===== src/rtl/shared_adder_sched.sv =====
// Round-robin scheduler sharing one WIDTH-bit adder among three requesters.
// Each accepted operand pair is added and returned tagged with its channel id.
module shared_adder_sched #(
    parameter int WIDTH = 8
) (
    input  logic                 clk,
    input  logic                 reset,
    input  logic [2:0]           req_valid,
    output logic [2:0]           req_ready,
    input  logic [3*WIDTH-1:0]   req_a,
    input  logic [3*WIDTH-1:0]   req_b,
    output logic                 rsp_valid,
    input  logic                 rsp_ready,
    output logic [1:0]           rsp_id,
    output logic [WIDTH:0]       rsp_sum,
    output logic                 busy
);

    typedef enum logic [1:0] {
        IDLE = 2'd0,
        EXEC = 2'd1,
        RESP = 2'd2
    } state_t;

    state_t                  state;
    state_t                  state_nxt;
    logic [1:0]              last_grant;
    logic [1:0]              cand0;
    logic [1:0]              cand1;
    logic [1:0]              cand2;
    logic                    grant_any;
    logic [1:0]              grant_id;
    logic [2:0]              grant_oh;
    logic                    accept;
    logic [WIDTH-1:0]        a_p0;
    logic [WIDTH-1:0]        b_p0;
    logic [1:0]              id_p0;
    logic [WIDTH:0]          sum_p1;

    function automatic logic [1:0] next_ch(input logic [1:0] ch);
        return (ch == 2'd2) ? 2'd0 : ch + 2'd1;
    endfunction

    function automatic logic [WIDTH-1:0] lane(input logic [3*WIDTH-1:0] vec,
                                              input logic [1:0]         id);
        logic [WIDTH-1:0] r;
        case (id)
            2'd1:    r = vec[WIDTH +: WIDTH];
            2'd2:    r = vec[2*WIDTH +: WIDTH];
            default: r = vec[0 +: WIDTH];
        endcase
        return r;
    endfunction

    // Carry lands in the extra MSB, so the result never wraps or saturates.
    function automatic logic [WIDTH:0] add_wide(input logic [WIDTH-1:0] a,
                                                input logic [WIDTH-1:0] b);
        return {1'b0, a} + {1'b0, b};
    endfunction

    // Search starts one past the last winner and walks the ring once.
    always_comb begin
        cand0     = next_ch(last_grant);
        cand1     = next_ch(cand0);
        cand2     = next_ch(cand1);
        grant_any = 1'b0;
        grant_id  = 2'd0;
        if (req_valid[cand0]) begin
            grant_any = 1'b1;
            grant_id  = cand0;
        end else if (req_valid[cand1]) begin
            grant_any = 1'b1;
            grant_id  = cand1;
        end else if (req_valid[cand2]) begin
            grant_any = 1'b1;
            grant_id  = cand2;
        end
        grant_oh = grant_any ? (3'b001 << grant_id) : 3'b000;
    end

    always_comb begin
        state_nxt = state;
        req_ready = 3'b000;
        accept    = 1'b0;
        case (state)
            IDLE: begin
                if (grant_any && !reset) begin
                    req_ready = grant_oh;
                    accept    = 1'b1;
                    state_nxt = EXEC;
                end
            end
            EXEC: state_nxt = RESP;
            RESP: begin
                if (rsp_ready) state_nxt = IDLE;
            end
            default: state_nxt = IDLE;
        endcase
    end

    assign rsp_valid = (state == RESP);
    assign rsp_id    = id_p0;
    assign rsp_sum   = sum_p1;

    always_ff @(posedge clk or posedge reset) begin
        if (reset) begin
            state      <= IDLE;
            busy       <= 1'b0;
            last_grant <= 2'd2;
        end else begin
            state <= state_nxt;
            busy  <= (state_nxt != IDLE);
            if (accept) last_grant <= grant_id;
        end
    end

    // p0: operands and channel id captured at the request handshake
    always_ff @(posedge clk or posedge reset) begin
        if (reset) begin
            a_p0  <= '0;
            b_p0  <= '0;
            id_p0 <= 2'd0;
        end else if (accept) begin
            a_p0  <= lane(req_a, grant_id);
            b_p0  <= lane(req_b, grant_id);
            id_p0 <= grant_id;
        end
    end

    // p1: shared adder result, held stable through the response phase
    always_ff @(posedge clk or posedge reset) begin
        if (reset) begin
            sum_p1 <= '0;
        end else if (state == EXEC) begin
            sum_p1 <= add_wide(a_p0, b_p0);
        end
    end

endmodule

===== config.mk =====
export PLATFORM = sky130hd
export DESIGN_NAME = shared_adder_sched
export DESIGN_NICKNAME = d
export VERILOG_FILES = /design/src/rtl/shared_adder_sched.sv
export SDC_FILE = /design/constraint.sdc
export NUM_CORES = 1
export LEC_CHECK = 0
export ABC_AREA = 0
export ABC_CLOCK_PERIOD_IN_PS = 1810
export CAP_MARGIN = 20
export CORE_AREA = 2 2 105 66
export DETAILED_ROUTE_END_ITERATION = 10
export DIE_AREA = 0 0 107 68
export PLACE_DENSITY_LB_ADDON = 0.1
export SYNTH_ARGS = -nofsm -noshare
export SYNTH_HDL_FRONTEND = slang
export SYNTH_SLANG_ARGS = --single-unit

===== constraint.sdc =====
create_clock -name clk -period 1.81 [get_ports clk]
set_clock_uncertainty 0.1 [all_clocks]
set_input_delay 0.362 -clock clk [delete_from_list [all_inputs] [get_ports clk]]
set_output_delay 0.362 -clock clk [all_outputs]
set_load 0.1 [all_outputs]

Word-level counts from Yosys, hierarchy flattened
Cells that the tools add are included.

word-level totals
  register bits = 32
  input bits = 54

cells by class
  equal/unequal tests = 7
  shifts and indexed selects = 1
  multiplexer cells = 25
  $add $sub $neg = 4
  reductions and logical operators = 4
  order comparisons = 3

operators with widths
  operator                                              count
  one-hot mux 8 bit (2 select lines)                    2
  2-to-1 mux 2 bit                                      8
  equality test 2 bit (second input constant)           5
  adder 8 x 8 -> 9 bit                                  1
  < comparator 2 x 3 -> 1 bit (second input constant)   3
  2-to-1 mux 3 bit                                      3
  2-to-1 mux 1 bit                                      8
  adder 2 x 1 -> 2 bit (second input constant)          3
  binary-select mux 1 bit (select 2 bit)                3
  one-hot mux 2 bit (3 select lines)                    1
  equality test 2 x 1 -> 1 bit (second input constant)  2
  << shifter 1 x 2 -> 3 bit (first input constant)      1
  zero test 2 bit                                       1
  nonzero test 2 bit                                    1
  logical AND 1 bit                                     1
  zero test 1 bit                                       1

Longest topological paths before layout
  depth after elaboration = 15
  depth in mapped cells = 11
  mapped depth without buffers = 9

Least setup slack after synthesis
OpenSTA, ideal clock, no wires.

  path kind = register to output
  start point = register last_grant[1]
  end point = output req_ready[1]
  slack = -828 ps
  cell stages (with the launch flop) = 9
  data arrival time = 2176 ps
  data required time = 1348 ps
  cells stage by stage = dfstp_2 -> nor2b_1 -> o22ai_1 -> nand2_1 -> inv_1 -> ha_1 -> buf_2 -> clkbuf_1 -> and2_1

between the ends
  longest elaborated chain between the ends = 15
  elaborated cells on any way between the ends = 26

RTL lines
  element                                                      RTL line  text
  start, declared                                              27        logic [1:0] last_grant;
  start signal, assigned                                       113       if (accept) last_grant <= grant_id;
  adder 2 x 1 -> 2 bit or equality test 2 bit (tied branches)  41        return (ch == 2'd2) ? 2'd0 : ch + 2'd1;
  2-to-1 mux 2 bit (*)                                         41
  adder 2 x 1 -> 2 bit or equality test 2 bit (tied branches)  41
  2-to-1 mux 2 bit                                             41
  adder 2 x 1 -> 2 bit or equality test 2 bit (tied branches)  41
  2-to-1 mux 2 bit                                             41
  binary-select mux 1 bit (select 2 bit)                       74        end else if (req_valid[cand2]) begin
  2-to-1 mux 1 bit (not written as such)                       74
  2-to-1 mux 2 bit                                             74
  2-to-1 mux 2 bit                                             71        end else if (req_valid[cand1]) begin
  2-to-1 mux 2 bit (*)                                         68        if (req_valid[cand0]) begin
  named net grant_id[0]                                        32        logic [1:0] grant_id;
  << shifter 1 x 2 -> 3 bit (*)                                78        grant_oh = grant_any ? (3'b001 << grant_id) : 3'b000;
  2-to-1 mux 3 bit (*)                                         78
  2-to-1 mux 3 bit (*)                                         87        if (grant_any && !reset) begin
  2-to-1 mux 3 bit (*)                                         85        case (state)
  end, declared                                                9         output logic [2:0] req_ready,

Mark *: on every way through the listed nets, which the timed path passes. The rest lies on a longest branch. The select of a mux whose other input is x is not followed.

Worst setup path after layout
  start point = register last_grant[1]
  end point = output req_ready[0]

between the ends
  longest elaborated chain between the ends = 15
  elaborated cells on any way between the ends = 26

RTL lines
  element                                                      RTL line
  adder 2 x 1 -> 2 bit or equality test 2 bit (tied branches)  41
  2-to-1 mux 2 bit (*)                                         41
  adder 2 x 1 -> 2 bit or equality test 2 bit (tied branches)  41
  2-to-1 mux 2 bit                                             41
  adder 2 x 1 -> 2 bit or equality test 2 bit (tied branches)  41
  2-to-1 mux 2 bit                                             41
  binary-select mux 1 bit (select 2 bit)                       74
  2-to-1 mux 1 bit (not written as such)                       74
  2-to-1 mux 2 bit                                             74
  2-to-1 mux 2 bit                                             71
  2-to-1 mux 2 bit                                             68
  << shifter 1 x 2 -> 3 bit                                    78
  2-to-1 mux 3 bit                                             78
  2-to-1 mux 3 bit (*)                                         87
  2-to-1 mux 3 bit (*)                                         85

Mark *: on every way between the ends. The rest lies on a longest branch, timed or not. The select of a mux whose other input is x is not followed.

==> reports/qor.csv <==
metric,value,unit
maximum number of pins on one net before global-route repair,40,
"Cell Area, Synth",1901,um^2
nature of the critical path endpoint,primary output,
cell depth of the worst flop-to-flop path,11,
Post-Synthesis Cells,222,
CTS tree,built,
TritonCTS Sinks,31,
worst hold-check path type,primary input to asynchronous set/reset pin,
slew at the pin closest to its max-slew limit,0.3407,ns
Yosys warning count,0,
number of flops mapped to enable cells by yosys,0,
Detailed Route WL,5.149,mm
CTS Buf Count,5,
Max Fanout on Critical Path,4,
xor-xnor portion of the synthesized cell area,0.9217,%
Total Die Area,7276,um^2
required time of the critical path,1.35,ns
number of diodes added for antenna fixing,0,
share of the clock period used by the worst path after layout,119.2,%
"share of synthesized cell area in and, or, nand and nor gates",18.10,%
Setup CP Type,flop to primary output,
number of routed nets with antenna violations,0,
most area-consuming cells after synthesis,"dfrtp_1 (39%), o21ai_0 (11%), nand2_1 (8.9%)",
Max H-tree Level,2,
average cell area after synthesis,8.561,um^2
sequential-to-total area share from yosys stat,40.88,%
number of fill cells in the layout,587,
power per cell area,1837,nW/um^2
worst slack at placement,-0.5465,ns
horizontal die dimension,107,um
multiplexer fraction of the synthesized cell area,0.5925,%
"top library cells by usage in the layout, fill and taps aside","clkdlybuf4s50_1 (49), nand2_1 (43), dfrtp_1 (30), o21ai_1 (29), buf_4 (21)",
DP HPWL,3.725,mm
average wire per cell in the routed design,12.90,um
post-synthesis register bit count,31,
worst IR drop on VDD,1152,uV
number of max-slew violations in the final report,0,
Port Buffer Count,69,
Period minus WS final,2.158,ns
failing checks,setup timing,
clock-pin slew on the worst setup and hold paths,0.06,ns
effective utilization at floorplan,29.62,%
layout net count,377,
source of the critical timing path,last_grant[1],
area of the core,6417,um^2
hold violation count in the final report,0,
gr usage total,15.53,%
via count,1859,
"Distinct cells, synth",39,
leakage power,1.443,nW
setup slack of the critical path after layout,-0.3483,ns
worst reg-to-reg setup slack,-0.20,ns
Clock Tree Root,clkbuf_8,
setup violators final,20,
GRT overflow,0,
number of top-level pins,70,
count of max-cap constraint violations,0,
first-pass GRT wire length,8.838,mm
source of the worst register-to-register timing path,last_grant[1],
worst-case clock buffer depth,2,
Main synth FF type,dfrtp_1,
share of flip-flops with an asynchronous set or reset after synthesis,100.0,%
terminus of the critical flop-to-flop path,b_p0[3],
RePlAce Congestion,0.7324,
total power after layout,6.143,mW
number of DRC markers after the initial detailed-route iteration,46,
synthesized net count,288,
via count of the first global-routing pass,1958,
run status,finished with violations,
worst skew pair latency,0.28,ns
Worst EP arrival,1.70,ns
Die H,68,um
RSZ-0062 raised after global routing,true,
number of antenna violations at the first check in global routing,0,
"commonest non-fill, non-tap cell in the layout",clkdlybuf4s50_1,
router iterations before antenna repair,4,
fraction of final layout cells with drive strength greater than 1,30.77,%
element type at the critical path start,flop,
Synth Area in Compound Gates,25.61,%
number of remaining DRC errors,0,
f_max,463.3,MHz
via count normalized by instance count,4.659,
area share of the largest cell type after synthesis,39.50,%
main combinational cell family by area after synthesis,compound AO/OA/AOI/OAI gates,
adder and majority gate portion of the synthesized area,8.295,%
Core Rows,23,
post-synthesis cell type with the largest combined area,dfrtp_1,
headroom to the max-slew limit,77.29,%
synthesis-to-layout area growth,75.97,%
==> through the flow <==
step	hold WS [ns]	setup TNS (ns)	area, um^2	std cells	utilization (%)
3_3_place_gp	0.3724	-10.34	2995	381	46.68
3_5_place_dp	0.3769	-10.58	2995	381	46.68
6_report	0.1590	-3.960	3344	399	52.12
4_1_cts	0.1615	-4.488	3293	398	51.32
5_1_grt	0.1795	-5.941	3344	399	52.12
2_1_floorplan	0.3538	-0.5272	1954	222	-
==> sequential cells by signal, summed over array words and instances (netlist names) <==
signal      cells
state           2
last_grant      2
rsp_id          1
busy            1
rsp_sum         9
b_p0            8
a_p0            8
==> worst max path at each step <==
stage               slack (ns)  depth (start not counted)            to
floorplan                -0.21                          8  req_ready[1]
global placement         -0.53                          8  req_ready[2]
detailed placement       -0.55                         11       a_p0[0]
CTS                      -0.38                          7  req_ready[2]
global route             -0.41                          7  req_ready[2]
finish                   -0.35                          7  req_ready[0]
==> per-layer routing <==
layer / up-vias / global-route usage [%] / wire (um) / part of all wire (%)
met4: 0 / 5.032 / 68 / 1.3
met2: 44 / 26.91 / 2363 / 46
met3: 9 / 4.190 / 250 / 4.9
met1: 843 / 19.18 / 2467 / 48
met5: - / 0 / 0 / 0
li1: 963 / - / - / -
==> cells by family after synthesis <==
kind of cell	after synthesis
flip-flops	31
AND/OR/NAND/NOR	71
buffers and inverters	25
multiplexers	1
AO/OA/AOI/OAI	80
XOR/XNOR	2
adder cells (fa/ha/maj)	12
==> worst max-delay path, stage by stage (launching register included) <==
cell and delay, ns:
dfstp_2 0.57, buf_6 0.11, o22ai_2 0.08, nand2_2 0.12
buf_6 0.12, ha_4 0.11, and2_4 0.14, buf_12 0.16
==> where the power goes <==
group	internal [mW]	switching, mW	total, mW
logic	1.88	2.45	4.33
clock network	0.269	0.250	0.519
registers	1.03	0.267	1.30
==> cell type report <==
class                           count  area (um^2)  area share, %
Clock buffer                        7        76.32          2.282
Clock inverter                      1        5.005         0.1496
Inverter                            9        36.28          1.085
Multi-Input combinational cell    166         1212          36.25
Sequential cell                    31        777.0          23.23
Tap cell                           87        108.9          3.255
Timing Repair Buffer               98         1129          33.74
==> Yosys cell counts (2+ instances only) <==
library cell	number
o21ai_0	42
a211oi_1	4
nand2b_1	3
ha_1	11
and2_1	5
clkbuf_1	8
nor2b_1	3
nand3_1	3
o22ai_1	2
xor2_1	2
nand3b_1	2
dfrtp_1	30
a22oi_1	16
a21o_1	2
nor3b_1	2
nor3_1	2
inv_1	9
nand2_1	45
a21oi_1	4
a31oi_1	2
buf_2	6
o21a_1	2
==> what timing repair did <==
action,in CTS,in global routing
hold buffers,0,0
endpoints found under the hold margin,0,0
pin swaps,16,7
buffers inserted,9,1
gates resized for setup,69,10
setup endpoints to repair,21,24
No activity file was read; power rests on OpenSTA's default activity.
